## src/rtl/disp_sched_pkg.sv

```systemverilog
// rtl/disp_sched_pkg.sv - shared constants, frame record and arbitration helper for the display scheduler
package disp_sched_pkg;

  localparam int SRC_TIME = 0;
  localparam int SRC_SET  = 1;
  localparam int SRC_ALM  = 2;
  localparam int SRC_N    = 3;

  localparam int DIGIT_W  = 4;
  localparam int DIGIT_N  = 6;
  localparam int NUM_W    = DIGIT_W * DIGIT_N;

  localparam int DEF_FRAME_CYC    = 50000;
  localparam int DEF_BLINK_FRAMES = 250;
  localparam int DEF_MIN_HOLD     = 2;

  typedef logic [SRC_N-1:0] gnt_t;

  typedef struct packed {
    logic [NUM_W-1:0]   num;
    logic [DIGIT_N-1:0] dp;
    logic [DIGIT_N-1:0] tw;
  } frame_t;

  // Fixed priority alarm > setting > time; time needs no request since it is the default owner.
  function automatic gnt_t pick_candidate(input logic req_alm, input logic req_set);
    gnt_t g;
    g = '0;
    if (req_alm)      g[SRC_ALM]  = 1'b1;
    else if (req_set) g[SRC_SET]  = 1'b1;
    else              g[SRC_TIME] = 1'b1;
    return g;
  endfunction

endpackage

```

## src/rtl/disp_sched_if.sv

```systemverilog
// rtl/disp_sched_if.sv - source-side request/data bundle and display-side frame outputs
interface disp_sched_if;
  import disp_sched_pkg::*;

  logic [SRC_N-1:0]   req;
  logic [NUM_W-1:0]   src0_num;
  logic [DIGIT_N-1:0] src0_dp;
  logic [DIGIT_N-1:0] src0_tw;
  logic [NUM_W-1:0]   src1_num;
  logic [DIGIT_N-1:0] src1_dp;
  logic [DIGIT_N-1:0] src1_tw;
  logic [NUM_W-1:0]   src2_num;
  logic [DIGIT_N-1:0] src2_dp;
  logic [DIGIT_N-1:0] src2_tw;

  logic [SRC_N-1:0]   gnt;
  logic               valid_sd;
  logic [DIGIT_W-1:0] num6;
  logic [DIGIT_W-1:0] num5;
  logic [DIGIT_W-1:0] num4;
  logic [DIGIT_W-1:0] num3;
  logic [DIGIT_W-1:0] num2;
  logic [DIGIT_W-1:0] num1;
  logic [DIGIT_N-1:0] dp;
  logic [DIGIT_N-1:0] twinkle;

  modport master (
    output req, src0_num, src0_dp, src0_tw, src1_num, src1_dp, src1_tw,
           src2_num, src2_dp, src2_tw,
    input  gnt, valid_sd, num6, num5, num4, num3, num2, num1, dp, twinkle
  );

  modport slave (
    input  req, src0_num, src0_dp, src0_tw, src1_num, src1_dp, src1_tw,
           src2_num, src2_dp, src2_tw,
    output gnt, valid_sd, num6, num5, num4, num3, num2, num1, dp, twinkle
  );

endinterface

```

## src/rtl/disp_sched_frame_tick_gen.sv

```systemverilog
// rtl/disp_sched_frame_tick_gen.sv - free-running frame counter, tick high on its last cycle
module frame_tick_gen
  import disp_sched_pkg::*;
#(
  parameter int FRAME_CYC = DEF_FRAME_CYC
) (
  input  logic clk_i,
  input  logic rst_i,
  output logic tick_o
);

  localparam int CW = $clog2(FRAME_CYC);
  localparam logic [CW-1:0] LAST = CW'(FRAME_CYC - 1);

  logic [CW-1:0] fcnt_q;
  logic [CW-1:0] fcnt_d;

  assign tick_o = (fcnt_q == LAST);

  always_comb begin
    fcnt_d = tick_o ? '0 : fcnt_q + 1'b1;
  end

  always_ff @(posedge clk_i) begin
    if (rst_i) fcnt_q <= '0;
    else       fcnt_q <= fcnt_d;
  end

endmodule

```

## src/rtl/disp_sched.sv

```systemverilog
// rtl/disp_sched.sv - per-frame source arbitration with minimum hold, frozen frame capture and blink phase
module disp_sched
  import disp_sched_pkg::*;
#(
  parameter int FRAME_CYC    = DEF_FRAME_CYC,
  parameter int BLINK_FRAMES = DEF_BLINK_FRAMES,
  parameter int MIN_HOLD     = DEF_MIN_HOLD
) (
  input  logic        sysclk,
  input  logic        rst,
  disp_sched_if.slave bus
);

  localparam int BW = (BLINK_FRAMES > 1) ? $clog2(BLINK_FRAMES) : 1;
  localparam int HW = (MIN_HOLD > 1) ? $clog2(MIN_HOLD) : 1;
  localparam logic [BW-1:0] BLINK_LAST = BW'(BLINK_FRAMES - 1);
  localparam logic [HW-1:0] HOLD_LOAD  = HW'(MIN_HOLD - 1);

  logic               tick;
  gnt_t               cand;
  frame_t             sel;

  gnt_t               gnt_q,     gnt_d;
  logic [HW-1:0]      hold_q,    hold_d;
  logic [BW-1:0]      bcnt_q,    bcnt_d;
  logic               phase_q,   phase_d;
  logic               valid_q,   valid_d;
  logic [NUM_W-1:0]   num_q,     num_d;
  logic [DIGIT_N-1:0] dp_q,      dp_d;
  logic [DIGIT_N-1:0] twinkle_q, twinkle_d;

  frame_tick_gen #(
    .FRAME_CYC (FRAME_CYC)
  ) u_tick (
    .clk_i  (sysclk),
    .rst_i  (rst),
    .tick_o (tick)
  );

  always_comb begin
    gnt_d     = gnt_q;
    hold_d    = hold_q;
    bcnt_d    = bcnt_q;
    phase_d   = phase_q;
    valid_d   = 1'b0;
    num_d     = num_q;
    dp_d      = dp_q;
    twinkle_d = twinkle_q;
    cand      = pick_candidate(bus.req[SRC_ALM], bus.req[SRC_SET]);
    sel       = '{num: bus.src0_num, dp: bus.src0_dp, tw: bus.src0_tw};

    if (tick) begin
      valid_d = 1'b1;
      if (bcnt_q == BLINK_LAST) begin
        bcnt_d  = '0;
        phase_d = ~phase_q;
      end else begin
        bcnt_d  = bcnt_q + 1'b1;
      end

      // A fresh owner restarts the blink field visible so its first frame is never blanked.
      if (hold_q != '0) begin
        hold_d = hold_q - 1'b1;
      end else if (cand != gnt_q) begin
        gnt_d   = cand;
        hold_d  = HOLD_LOAD;
        bcnt_d  = '0;
        phase_d = 1'b0;
      end

      if (gnt_d[SRC_ALM])
        sel = '{num: bus.src2_num, dp: bus.src2_dp, tw: bus.src2_tw};
      else if (gnt_d[SRC_SET])
        sel = '{num: bus.src1_num, dp: bus.src1_dp, tw: bus.src1_tw};

      num_d     = sel.num;
      dp_d      = sel.dp;
      twinkle_d = sel.tw & {DIGIT_N{phase_d}};
    end
  end

  always_ff @(posedge sysclk) begin
    if (rst) begin
      gnt_q     <= gnt_t'(1) << SRC_TIME;
      hold_q    <= '0;
      bcnt_q    <= '0;
      phase_q   <= 1'b0;
      valid_q   <= 1'b0;
      num_q     <= '0;
      dp_q      <= '0;
      twinkle_q <= '0;
    end else begin
      gnt_q     <= gnt_d;
      hold_q    <= hold_d;
      bcnt_q    <= bcnt_d;
      phase_q   <= phase_d;
      valid_q   <= valid_d;
      num_q     <= num_d;
      dp_q      <= dp_d;
      twinkle_q <= twinkle_d;
    end
  end

  assign bus.gnt      = gnt_q;
  assign bus.valid_sd = valid_q;
  assign bus.num6     = num_q[23:20];
  assign bus.num5     = num_q[19:16];
  assign bus.num4     = num_q[15:12];
  assign bus.num3     = num_q[11:8];
  assign bus.num2     = num_q[7:4];
  assign bus.num1     = num_q[3:0];
  assign bus.dp       = dp_q;
  assign bus.twinkle  = twinkle_q;

endmodule

```

## src/flat_wrapper.sv

```systemverilog
// flat-port wrapper written by rule: the top's interface ports become plain ports
module disp_sched_flat import disp_sched_pkg::*;
#(
  parameter int FRAME_CYC    = DEF_FRAME_CYC,
  parameter int BLINK_FRAMES = DEF_BLINK_FRAMES,
  parameter int MIN_HOLD     = DEF_MIN_HOLD
)
  (sysclk, rst, bus_req, bus_src0_num, bus_src0_dp, bus_src0_tw, bus_src1_num, bus_src1_dp, bus_src1_tw, bus_src2_num, bus_src2_dp, bus_src2_tw, bus_gnt, bus_valid_sd, bus_num6, bus_num5, bus_num4, bus_num3, bus_num2, bus_num1, bus_dp, bus_twinkle);
  disp_sched_if bus_i ();
  input  logic sysclk;
  input  logic rst;
  input wire logic [$bits(bus_i.req)-1:0] bus_req;
  input wire logic [$bits(bus_i.src0_num)-1:0] bus_src0_num;
  input wire logic [$bits(bus_i.src0_dp)-1:0] bus_src0_dp;
  input wire logic [$bits(bus_i.src0_tw)-1:0] bus_src0_tw;
  input wire logic [$bits(bus_i.src1_num)-1:0] bus_src1_num;
  input wire logic [$bits(bus_i.src1_dp)-1:0] bus_src1_dp;
  input wire logic [$bits(bus_i.src1_tw)-1:0] bus_src1_tw;
  input wire logic [$bits(bus_i.src2_num)-1:0] bus_src2_num;
  input wire logic [$bits(bus_i.src2_dp)-1:0] bus_src2_dp;
  input wire logic [$bits(bus_i.src2_tw)-1:0] bus_src2_tw;
  output wire logic [$bits(bus_i.gnt)-1:0] bus_gnt;
  output wire logic [$bits(bus_i.valid_sd)-1:0] bus_valid_sd;
  output wire logic [$bits(bus_i.num6)-1:0] bus_num6;
  output wire logic [$bits(bus_i.num5)-1:0] bus_num5;
  output wire logic [$bits(bus_i.num4)-1:0] bus_num4;
  output wire logic [$bits(bus_i.num3)-1:0] bus_num3;
  output wire logic [$bits(bus_i.num2)-1:0] bus_num2;
  output wire logic [$bits(bus_i.num1)-1:0] bus_num1;
  output wire logic [$bits(bus_i.dp)-1:0] bus_dp;
  output wire logic [$bits(bus_i.twinkle)-1:0] bus_twinkle;
  assign bus_i.req = bus_req;
  assign bus_i.src0_num = bus_src0_num;
  assign bus_i.src0_dp = bus_src0_dp;
  assign bus_i.src0_tw = bus_src0_tw;
  assign bus_i.src1_num = bus_src1_num;
  assign bus_i.src1_dp = bus_src1_dp;
  assign bus_i.src1_tw = bus_src1_tw;
  assign bus_i.src2_num = bus_src2_num;
  assign bus_i.src2_dp = bus_src2_dp;
  assign bus_i.src2_tw = bus_src2_tw;
  assign bus_gnt = bus_i.gnt;
  assign bus_valid_sd = bus_i.valid_sd;
  assign bus_num6 = bus_i.num6;
  assign bus_num5 = bus_i.num5;
  assign bus_num4 = bus_i.num4;
  assign bus_num3 = bus_i.num3;
  assign bus_num2 = bus_i.num2;
  assign bus_num1 = bus_i.num1;
  assign bus_dp = bus_i.dp;
  assign bus_twinkle = bus_i.twinkle;
  disp_sched #(.FRAME_CYC(FRAME_CYC), .BLINK_FRAMES(BLINK_FRAMES), .MIN_HOLD(MIN_HOLD)) u_core (.sysclk(sysclk), .rst(rst), .bus(bus_i));
endmodule
```

## config.mk

```make
export PLATFORM = sky130hd
export DESIGN_NAME = disp_sched_flat
export DESIGN_NICKNAME = d
export VERILOG_FILES = /design/src/rtl/disp_sched_pkg.sv /design/src/rtl/disp_sched_if.sv /design/src/rtl/disp_sched_frame_tick_gen.sv /design/src/rtl/disp_sched.sv /design/src/flat_wrapper.sv
export SDC_FILE = /design/constraint.sdc
export NUM_CORES = 1
export LEC_CHECK = 0
export ABC_AREA = 0
export ABC_CLOCK_PERIOD_IN_PS = 4800
export CAP_MARGIN = 20
export CORE_UTILIZATION = 30
export CTS_CLUSTER_SIZE = 30
export DETAILED_ROUTE_END_ITERATION = 12
export DONT_BUFFER_PORTS = 1
export GPL_ROUTABILITY_DRIVEN = 0
export GPL_TIMING_DRIVEN = 0
export PLACE_DENSITY = 0.53
export RECOVER_POWER = 50
export SETUP_SLACK_MARGIN = 0.1
export SLEW_MARGIN = 15
export SYNTH_ARGS = -nofsm -noshare
export SYNTH_HDL_FRONTEND = slang
export SYNTH_SLANG_ARGS = --single-unit
```

## constraint.sdc

```tcl
create_clock -name sysclk -period 4.8 [get_ports sysclk]
set_input_delay 0.48 -clock sysclk [delete_from_list [all_inputs] [get_ports sysclk]]
set_output_delay 0.48 -clock sysclk [all_outputs]
set_load 0.03 [all_outputs]
```

==> results of run 1 <==
## Yosys cell counts, types with 2 or more instances
| library cell | instances | area (sq um) |
|---|---|---|
| nand3_1 | 11 | 55.1 |
| nand3b_1 | 2 | 15.0 |
| nand4_1 | 8 | 50.1 |
| or3_1 | 2 | 12.5 |
| mux2i_1 | 37 | 370 |
| nor2_1 | 27 | 101 |
| nor3_1 | 3 | 15.0 |
| a22o_1 | 6 | 52.6 |
| o211ai_1 | 31 | 233 |
| buf_2 | 9 | 45.0 |
| clkbuf_1 | 11 | 41.3 |
| a31oi_1 | 2 | 12.5 |
| nor4b_4 | 2 | 47.6 |
| o31ai_1 | 2 | 15.0 |
| dfxtp_1 | 66 | 1320 |
| nand2_1 | 76 | 285 |
| a21o_1 | 4 | 30.0 |
| o21ai_1 | 4 | 20.0 |
| or2_2 | 2 | 12.5 |
| ha_1 | 3 | 37.5 |
| and3_1 | 4 | 25.0 |
| nor4_1 | 3 | 18.8 |
| a21oi_1 | 13 | 65.1 |
| xor2_1 | 8 | 70.1 |
| inv_1 | 5 | 18.8 |
| xnor2_1 | 6 | 52.6 |
## registers in the layout (all words and copies together), names as in the netlist
| signal | flops |
|---|---|
| u_core.hold_q | 1 |
| u_core.bus.valid_sd | 1 |
| u_core.phase_q | 1 |
| u_core.u_tick.fcnt_q | 16 |
| u_core.bus.dp | 6 |
| u_core.bus.gnt | 3 |
| u_core.bus.twinkle | 6 |
| u_core.num_q | 24 |
| u_core.bcnt_q | 8 |
## kinds of logic (layout without fill, tap and decap cells)
kind of cell,after synthesis,after routing,synth area share [%]
DFF,66,66,41.8
adders and majority gates,3,3,1.19
buffers and inverters,25,41,3.32
and+or+nand+nor,150,150,22.9
muxes,37,37,11.7
AOI/OAI and AO/OA,69,69,15.3
xor gates and xnor gates,14,14,3.88
## how the worst max path moves through the flow
| stage | cells after the start | start | endpoint | slack, ns |
|---|---|---|---|---|
| after floorplan | 5 | u_core.bus.gnt[2] | u_core.bus.twinkle[4] | 3.13 |
| after global placement | 6 | u_core.u_tick.fcnt_q[0] | u_core.num_q[23] | 2.77 |
| after detailed placement | 6 | u_core.u_tick.fcnt_q[0] | u_core.bus.dp[3] | 2.73 |
| after CTS | 6 | u_core.u_tick.fcnt_q[0] | u_core.bus.dp[3] | 2.70 |
| after global routing | 5 | u_core.u_tick.fcnt_q[6] | u_core.u_tick.fcnt_q[9] | 1.97 |
| final | 5 | u_core.u_tick.fcnt_q[6] | u_core.u_tick.fcnt_q[6] | 2.29 |
## per-layer routing
metal	track usage [%]	vias to the layer above	share of wire, %
met5	0	-	0
met4	5.94	0	2.3
met1	17.5	1217	44
met2	22.8	103	46
li1	-	1318	-
met3	4.37	17	6.9
## worst max-delay path: cells and delay by family (launching register included)
kind            cells  cell delay [ns]
compound gates      1             0.68
buf+inv             1             0.34
flops               1             0.43
simple gates        3             0.94
## through the flow
| step | hold WS (ns) | setup slack, ns |
|---|---|---|
| after floorplan | 0.430 | 3.13 |
| after global placement | 0.453 | 2.77 |
| after detailed placement | 0.464 | 2.73 |
| after CTS | 0.245 | 2.70 |
| after global routing | 0.264 | 1.97 |
| final | 0.274 | 2.29 |
## power groups by stage
stage	sequential, W	clock (W)	combinational [W]
after floorplan	0.000564	0	0.0000448
after detailed placement	0.000564	0	0.0000569
after global placement	0.000564	0	0.0000558
after CTS	0.000552	0.000422	0.0000570
after global routing	0.000552	0.000447	0.0000624
final	0.000552	0.000405	0.0000558
## cell type report
cell class              instances  area [sq um]  area share [%]
well taps                     136           170            4.89
flip-flops and latches         66          1320            37.9
plain buffers                  20          85.1            2.44
inverters                       5          18.8           0.539
clock buffers                  13           149            4.28
clock inverters                 3          15.0           0.431
multi-input cells             273          1720            49.5
==> impl_metrics.prom, run 1 <==
# TYPE chip_impl_metric gauge
chip_impl_info{name="run_status",value="complete, no violations"} 1
chip_impl_metric{name="first_global_vias",unit=""} 2502
chip_impl_metric{name="drt_wl_total",unit="um"} 7720
chip_impl_metric{name="clock_power_share",unit="%"} 40.0
chip_impl_metric{name="internal_power_of_the_cells",unit="W"} 0.000772
chip_impl_metric{name="cp.arrival",unit="ns"} 2.73
chip_impl_metric{name="power.density",unit="nW/um^2"} 291
chip_impl_metric{name="design_area",unit="sq um"} 3480
chip_impl_metric{name="sequentialPowerShare",unit="%"} 54.5
chip_impl_metric{name="utilization",unit="%"} 33.9
chip_impl_info{name="holdCritStartpoint",value="bus_src2_dp[4]"} 1
chip_impl_info{name="timing.critical_path.from_type",value="register"} 1
chip_impl_metric{name="grt_pass1_wl",unit="um"} 12400
chip_impl_info{name="hold_path.class",value="input pin to register"} 1
chip_impl_info{name="worstPathCellList",value="nor4b_1 -> nand3_1 -> o21ai_0 -> buf_2 -> nor2_1"} 1
chip_impl_metric{name="final_antenna_net_count",unit=""} 0
chip_impl_metric{name="syn-cell-area",unit="sq um"} 3160
chip_impl_metric{name="grt-ovfl-total",unit=""} 0
chip_impl_metric{name="drt_iter0_drc",unit=""} 117
chip_impl_metric{name="worst-slew-pin-transition",unit="ns"} 0.790
chip_impl_metric{name="clk_lat_worst_skew",unit="ns"} 0.34
chip_impl_metric{name="cts_sinks",unit=""} 66
chip_impl_metric{name="ys_seq_elements",unit=""} 66
chip_impl_metric{name="synth_edf_count",unit=""} 0
chip_impl_metric{name="slew_headroom",unit="%"} 46.8
chip_impl_metric{name="fin_worst_skew",unit="ns"} 0.00876
chip_impl_metric{name="netSwitchingPower",unit="W"} 0.000240
chip_impl_info{name="dominantRegCellSynth",value="dfxtp_1"} 1
chip_impl_info{name="setup.worst_path.class",value="register to register"} 1
chip_impl_metric{name="cts_post_setup_buffers_inserted",unit=""} 0
chip_impl_metric{name="dp.final_hpwl",unit="um"} 5930
chip_impl_metric{name="synth.distinct_cells",unit=""} 43
chip_impl_metric{name="cpPeakStageDelay",unit="ns"} 0.68
chip_impl_metric{name="critPathRequiredTime",unit="ns"} 5.03
chip_impl_metric{name="design.final.nets",unit=""} 491
chip_impl_info{name="commonest_cells_after_routing_fill_and_taps_aside",value="76 x nand2_1, 66 x dfxtp_1, 37 x mux2i_1, 31 x o211ai_1, 27 x nor2_1"} 1
chip_impl_metric{name="vias",unit=""} 2655
chip_impl_metric{name="postSynthCellCount",unit=""} 364
chip_impl_metric{name="layout.filler_cells",unit=""} 1109
chip_impl_metric{name="die_h",unit="um"} 105
chip_impl_metric{name="synth.yosys.warnings",unit=""} 0
chip_impl_metric{name="drt_first_pass_iters",unit=""} 4
chip_impl_metric{name="post_cts_resize_count",unit=""} 0
chip_impl_metric{name="core",unit="sq um"} 10300
chip_impl_metric{name="vias_per_cell",unit=""} 5.15
chip_impl_info{name="setup_repair_after_global_routing_missed_its_margin",value="false"} 1
chip_impl_metric{name="comb_power_share",unit="%"} 5.5
chip_impl_metric{name="swShare",unit="%"} 23.7
chip_impl_metric{name="timing.fmax",unit="MHz"} 399
chip_impl_metric{name="final_max_slew_viol_count",unit=""} 0
chip_impl_metric{name="floorplan.initialDensity",unit="%"} 30.8
chip_impl_metric{name="remaining_drc_errors",unit=""} 0
chip_impl_metric{name="wl_per_cell",unit="um"} 15.0
chip_impl_metric{name="cts-hold-fix-buffers",unit=""} 0
chip_impl_metric{name="share_of_layout_cells_above_drive_strength_1",unit="%"} 6.84
chip_impl_metric{name="clk_transition_reported_paths",unit="ns"} 0.07
chip_impl_metric{name="worstHoldPathCells",unit=""} 2
chip_impl_metric{name="postSynth.asyncResetShare",unit="%"} 0
chip_impl_info{name="cts_root_buf",value="clkbuf_8"} 1
chip_impl_metric{name="placed_cells_incl_taps",unit=""} 500
chip_impl_metric{name="max-clock-path-buffers",unit=""} 2
chip_impl_metric{name="setup.reg_to_reg.worst_slack",unit="ns"} 2.29
chip_impl_metric{name="antenna_found_initial",unit=""} 0
chip_impl_metric{name="grt_util_all_layers",unit="%"} 14.2
chip_impl_metric{name="finalSetupViolations",unit=""} 0
chip_impl_info{name="tritoncts",value="yes"} 1
chip_impl_metric{name="fin_setup_tns",unit="ns"} 0
chip_impl_info{name="rr_endpoint",value="u_core.u_tick.fcnt_q[6]"} 1
chip_impl_info{name="worst_r2r_startpoint",value="u_core.u_tick.fcnt_q[6]"} 1
chip_impl_info{name="cp-end-kind",value="register"} 1
chip_impl_metric{name="finalHoldViolCount",unit=""} 0
chip_impl_metric{name="die_area",unit="sq um"} 11000
chip_impl_metric{name="htree_num_levels",unit=""} 3
chip_impl_info{name="cp_max_delay_cell",value="o21ai_0"} 1
chip_impl_metric{name="chipWidth",unit="um"} 105
chip_impl_metric{name="number_of_buffers_created_by_cts",unit=""} 9
chip_impl_metric{name="static-leakage-power",unit="nW"} 1.33
chip_impl_metric{name="fin_crit_sh",unit="%"} 52.2
chip_impl_metric{name="grt_start_max_net_pins",unit=""} 11
chip_impl_info{name="hold_end",value="u_core.bus.dp[4]"} 1
chip_impl_metric{name="total_power",unit="W"} 0.00101
chip_impl_metric{name="synthesis.area_per_instance",unit="sq um"} 8.69
chip_impl_metric{name="synthesis.nets",unit=""} 480
chip_impl_metric{name="ios",unit=""} 153
chip_impl_metric{name="finalCriticalPeriod",unit="ns"} 2.51
chip_impl_metric{name="io_buffers",unit=""} 0
chip_impl_info{name="layout_commonest_cell",value="nand2_1"} 1
chip_impl_metric{name="synth-seq-area-share",unit="%"} 41.8
chip_impl_metric{name="worstPathMaxFanout",unit=""} 10
chip_impl_metric{name="ir_drop",unit="mV"} 0.0993
chip_impl_metric{name="placed_cell_area",unit="sq um"} 3330
chip_impl_metric{name="ff2ff_path_depth",unit=""} 5
chip_impl_metric{name="max-cap-violations",unit=""} 0
chip_impl_metric{name="placement_rows",unit=""} 37
chip_impl_metric{name="flow.area_growth_from_synthesis",unit="%"} 10.0
chip_impl_metric{name="antenna-diode-count",unit=""} 0
chip_impl_metric{name="finish.cell_count_without_fillers",unit=""} 516
No activity file was read; power rests on OpenSTA's default activity.
==> run 2, diff against run 1 <==
--- a/config.mk
+++ b/config.mk
@@ -6,7 +6,7 @@
 export NUM_CORES = 1
 export LEC_CHECK = 0
 export ABC_AREA = 0
-export ABC_CLOCK_PERIOD_IN_PS = 4800
+export ABC_CLOCK_PERIOD_IN_PS = 2430
 export CAP_MARGIN = 20
 export CORE_UTILIZATION = 30
 export CTS_CLUSTER_SIZE = 30
==> constraint.sdc (replaced) <==
create_clock -name sysclk -period 2.43 [get_ports sysclk]
set_input_delay 0.243 -clock sysclk [delete_from_list [all_inputs] [get_ports sysclk]]
set_output_delay 0.243 -clock sysclk [all_outputs]
set_load 0.03 [all_outputs]
==> run 2 against run 1 <==
Effect of this change: final area rose by 0.43%; die area is the same; clock skew barely moved; sequential cell count stayed put; via count down 0.30%; first-iteration DRC count is 1.7% lower; worst setup slack lost 2.0 ns; critical path depth grew 2; routed wire length grew 0.16%; sequential power increased by 97%; total power grew 97%; largest cell class unchanged; largest power group unchanged.
==> impl_metrics.prom, run 2 (synthesis results as in run 1) <==
# TYPE chip_impl_metric gauge
chip_impl_info{name="largestRegisters",value="u_core.num_q: 24 flops, u_core.u_tick.fcnt_q: 16 flops, u_core.bcnt_q: 8 flops"} 1
chip_impl_metric{name="clk_transition_reported_paths",unit="ns"} 0.07
chip_impl_metric{name="finalHoldViolCount",unit=""} 0
chip_impl_metric{name="grt_util_all_layers",unit="%"} 14.2
chip_impl_metric{name="slew_headroom",unit="%"} 57.3
chip_impl_metric{name="drt_wl_total",unit="um"} 7730
chip_impl_info{name="hold_path.class",value="input pin to register"} 1
chip_impl_metric{name="worstPathMaxFanout",unit=""} 10
chip_impl_metric{name="floorplan.initialDensity",unit="%"} 30.8
chip_impl_metric{name="placement_rows",unit=""} 37
chip_impl_metric{name="finalSetupViolations",unit=""} 0
chip_impl_metric{name="final_max_slew_viol_count",unit=""} 0
chip_impl_metric{name="worstHoldPathCells",unit=""} 2
chip_impl_metric{name="die_h",unit="um"} 105
chip_impl_metric{name="placed_cell_area",unit="sq um"} 3330
chip_impl_metric{name="vias_per_cell",unit=""} 5.13
chip_impl_metric{name="power.density",unit="nW/um^2"} 571
chip_impl_metric{name="finalCriticalPeriod",unit="ns"} 2.16
chip_impl_metric{name="antenna-diode-count",unit=""} 0
chip_impl_info{name="rr_endpoint",value="u_core.bcnt_q[7]"} 1
chip_impl_metric{name="cpPeakStageDelay",unit="ns"} 0.54
chip_impl_metric{name="grt-ovfl-total",unit=""} 0
chip_impl_metric{name="ff2ff_path_depth",unit=""} 7
chip_impl_metric{name="drt_iter0_drc",unit=""} 115
chip_impl_info{name="worst_r2r_startpoint",value="u_core.u_tick.fcnt_q[0]"} 1
chip_impl_metric{name="design.final.nets",unit=""} 491
chip_impl_metric{name="swShare",unit="%"} 23.7
chip_impl_info{name="run_status",value="complete, no violations"} 1
chip_impl_metric{name="cts-hold-fix-buffers",unit=""} 0
chip_impl_info{name="tritoncts",value="yes"} 1
chip_impl_metric{name="sequentialPowerShare",unit="%"} 54.6
chip_impl_info{name="cp-end-kind",value="register"} 1
chip_impl_metric{name="netSwitchingPower",unit="W"} 0.000473
chip_impl_metric{name="first_global_vias",unit=""} 2502
chip_impl_info{name="critPathLaunch",value="u_core.u_tick.fcnt_q[0]"} 1
chip_impl_metric{name="setup.reg_to_reg.worst_slack",unit="ns"} 0.27
chip_impl_metric{name="worst-slew-pin-transition",unit="ns"} 0.623
chip_impl_metric{name="grt_start_max_net_pins",unit=""} 11
chip_impl_metric{name="critPathRequiredTime",unit="ns"} 2.70
chip_impl_info{name="commonest_cells_after_routing_fill_and_taps_aside",value="76 x nand2_1, 66 x dfxtp_1, 37 x mux2i_1, 31 x o211ai_1, 27 x nor2_1"} 1
chip_impl_info{name="worstPathCellList",value="ha_1 -> and3_1 -> a41oi_1 -> clkbuf_1 -> nand2_1 -> o21ai_1 -> o21bai_1"} 1
chip_impl_info{name="setup_repair_after_global_routing_missed_its_margin",value="false"} 1
chip_impl_metric{name="drt_first_pass_iters",unit=""} 4
chip_impl_metric{name="comb_power_share",unit="%"} 5.5
chip_impl_metric{name="htree_num_levels",unit=""} 3
chip_impl_metric{name="cts_sinks",unit=""} 66
chip_impl_info{name="setup.worst_path.class",value="register to register"} 1
chip_impl_metric{name="cp.arrival",unit="ns"} 2.43
chip_impl_metric{name="utilization",unit="%"} 34.0
chip_impl_metric{name="flow.area_growth_from_synthesis",unit="%"} 10.5
chip_impl_metric{name="static-leakage-power",unit="nW"} 1.33
chip_impl_metric{name="ir_drop",unit="mV"} 0.196
chip_impl_metric{name="ios",unit=""} 153
chip_impl_metric{name="chipWidth",unit="um"} 105
chip_impl_metric{name="remaining_drc_errors",unit=""} 0
chip_impl_info{name="cts_root_buf",value="clkbuf_8"} 1
chip_impl_metric{name="post_cts_resize_count",unit=""} 0
chip_impl_metric{name="vias",unit=""} 2647
chip_impl_metric{name="fin_worst_skew",unit="ns"} 0.00845
chip_impl_metric{name="fin_setup_tns",unit="ns"} 0
chip_impl_metric{name="timing.fmax",unit="MHz"} 462
chip_impl_metric{name="fin_crit_sh",unit="%"} 89.0
chip_impl_metric{name="dp.final_hpwl",unit="um"} 5930
chip_impl_info{name="crit_path_end",value="u_core.bcnt_q[7]"} 1
chip_impl_metric{name="internal_power_of_the_cells",unit="W"} 0.00153
chip_impl_metric{name="clock_power_share",unit="%"} 39.9
chip_impl_metric{name="core",unit="sq um"} 10300
chip_impl_metric{name="io_buffers",unit=""} 0
chip_impl_metric{name="antenna_found_initial",unit=""} 0
chip_impl_info{name="layout_commonest_cell",value="nand2_1"} 1
chip_impl_metric{name="number_of_buffers_created_by_cts",unit=""} 9
chip_impl_metric{name="share_of_layout_cells_above_drive_strength_1",unit="%"} 7.11
chip_impl_metric{name="design_area",unit="sq um"} 3500
chip_impl_metric{name="cts_post_setup_buffers_inserted",unit=""} 0
chip_impl_info{name="cp_max_delay_cell",value="a41oi_1"} 1
chip_impl_metric{name="wl_per_cell",unit="um"} 15.0
chip_impl_metric{name="total_power",unit="W"} 0.00200
chip_impl_metric{name="layout.filler_cells",unit=""} 1107
chip_impl_info{name="timing.critical_path.from_type",value="register"} 1
chip_impl_metric{name="max-cap-violations",unit=""} 0
chip_impl_metric{name="die_area",unit="sq um"} 11000
chip_impl_metric{name="final_antenna_net_count",unit=""} 0
chip_impl_metric{name="flip_flop_count_of_the_largest_register_all_copies_and_words_added",unit=""} 24
chip_impl_metric{name="max-clock-path-buffers",unit=""} 2
chip_impl_metric{name="grt_pass1_wl",unit="um"} 12400
chip_impl_metric{name="clk_lat_worst_skew",unit="ns"} 0.34
chip_impl_info{name="top_register",value="u_core.num_q"} 1
==> run 2: per-layer routing <==
layer | up-vias | track usage [%] | routed length, um
met5 | - | 0 | 0
met4 | 0 | 5.94 | 175
met3 | 16 | 4.37 | 545
met2 | 101 | 22.8 | 3570
met1 | 1210 | 17.5 | 3430
li1 | 1320 | - | -
==> run 2: power groups by stage <==
stage	clock, W	sequential, W	combinational, W
after CTS	0.000834	0.00109	0.000113
after global placement	0	0.00111	0.000110
after global routing	0.000882	0.00109	0.000123
after floorplan	0	0.00111	0.0000885
after detailed placement	0	0.00111	0.000112
final	0.000798	0.00109	0.000110
==> run 2: how the worst min path moves through the flow <==
stage / start / end / slack [ns]
floorplan: bus_req[2] / u_core.bus.gnt[0] / 0.38
global placement: bus_src2_dp[4] / u_core.bus.dp[4] / 0.38
detailed placement: bus_req[2] / u_core.bus.gnt[0] / 0.39
CTS: bus_req[2] / u_core.bus.gnt[0] / 0.008
global route: bus_src2_num[14] / u_core.num_q[14] / 0.03
finish: bus_src2_dp[4] / u_core.bus.dp[4] / 0.04
==> run 2: layout make-up <==
type / count / area, sq um / area share, %
clock inverter: 3 / 15.0 / 0.429
clock buffer: 13 / 149 / 4.26
sequential: 66 / 1320 / 37.8
inverter: 5 / 18.8 / 0.537
multi-input combinational: 273 / 1740 / 49.7
buffer: 20 / 85.1 / 2.43
tap: 136 / 170 / 4.87
==> run 2: stage by stage <==
step	hold slack, ns	setup WS (ns)	instances
3_3_place_gp	0.383	0.404	500
5_1_grt	0.0268	0.0836	516
3_5_place_dp	0.388	0.360	500
2_1_floorplan	0.375	0.757	364
6_report	0.0362	0.267	516
4_1_cts	0.00805	0.334	516
==> run 2: worst max-delay path, delay by kind of cell (launching register included) <==
kind	cells	cell delay (ns)
DFF	1	0.35
AOI/OAI and AO/OA	3	0.74
buffers and inverters	1	0.43
adders and majority gates	1	0.25
and+or+nand+nor	2	0.33
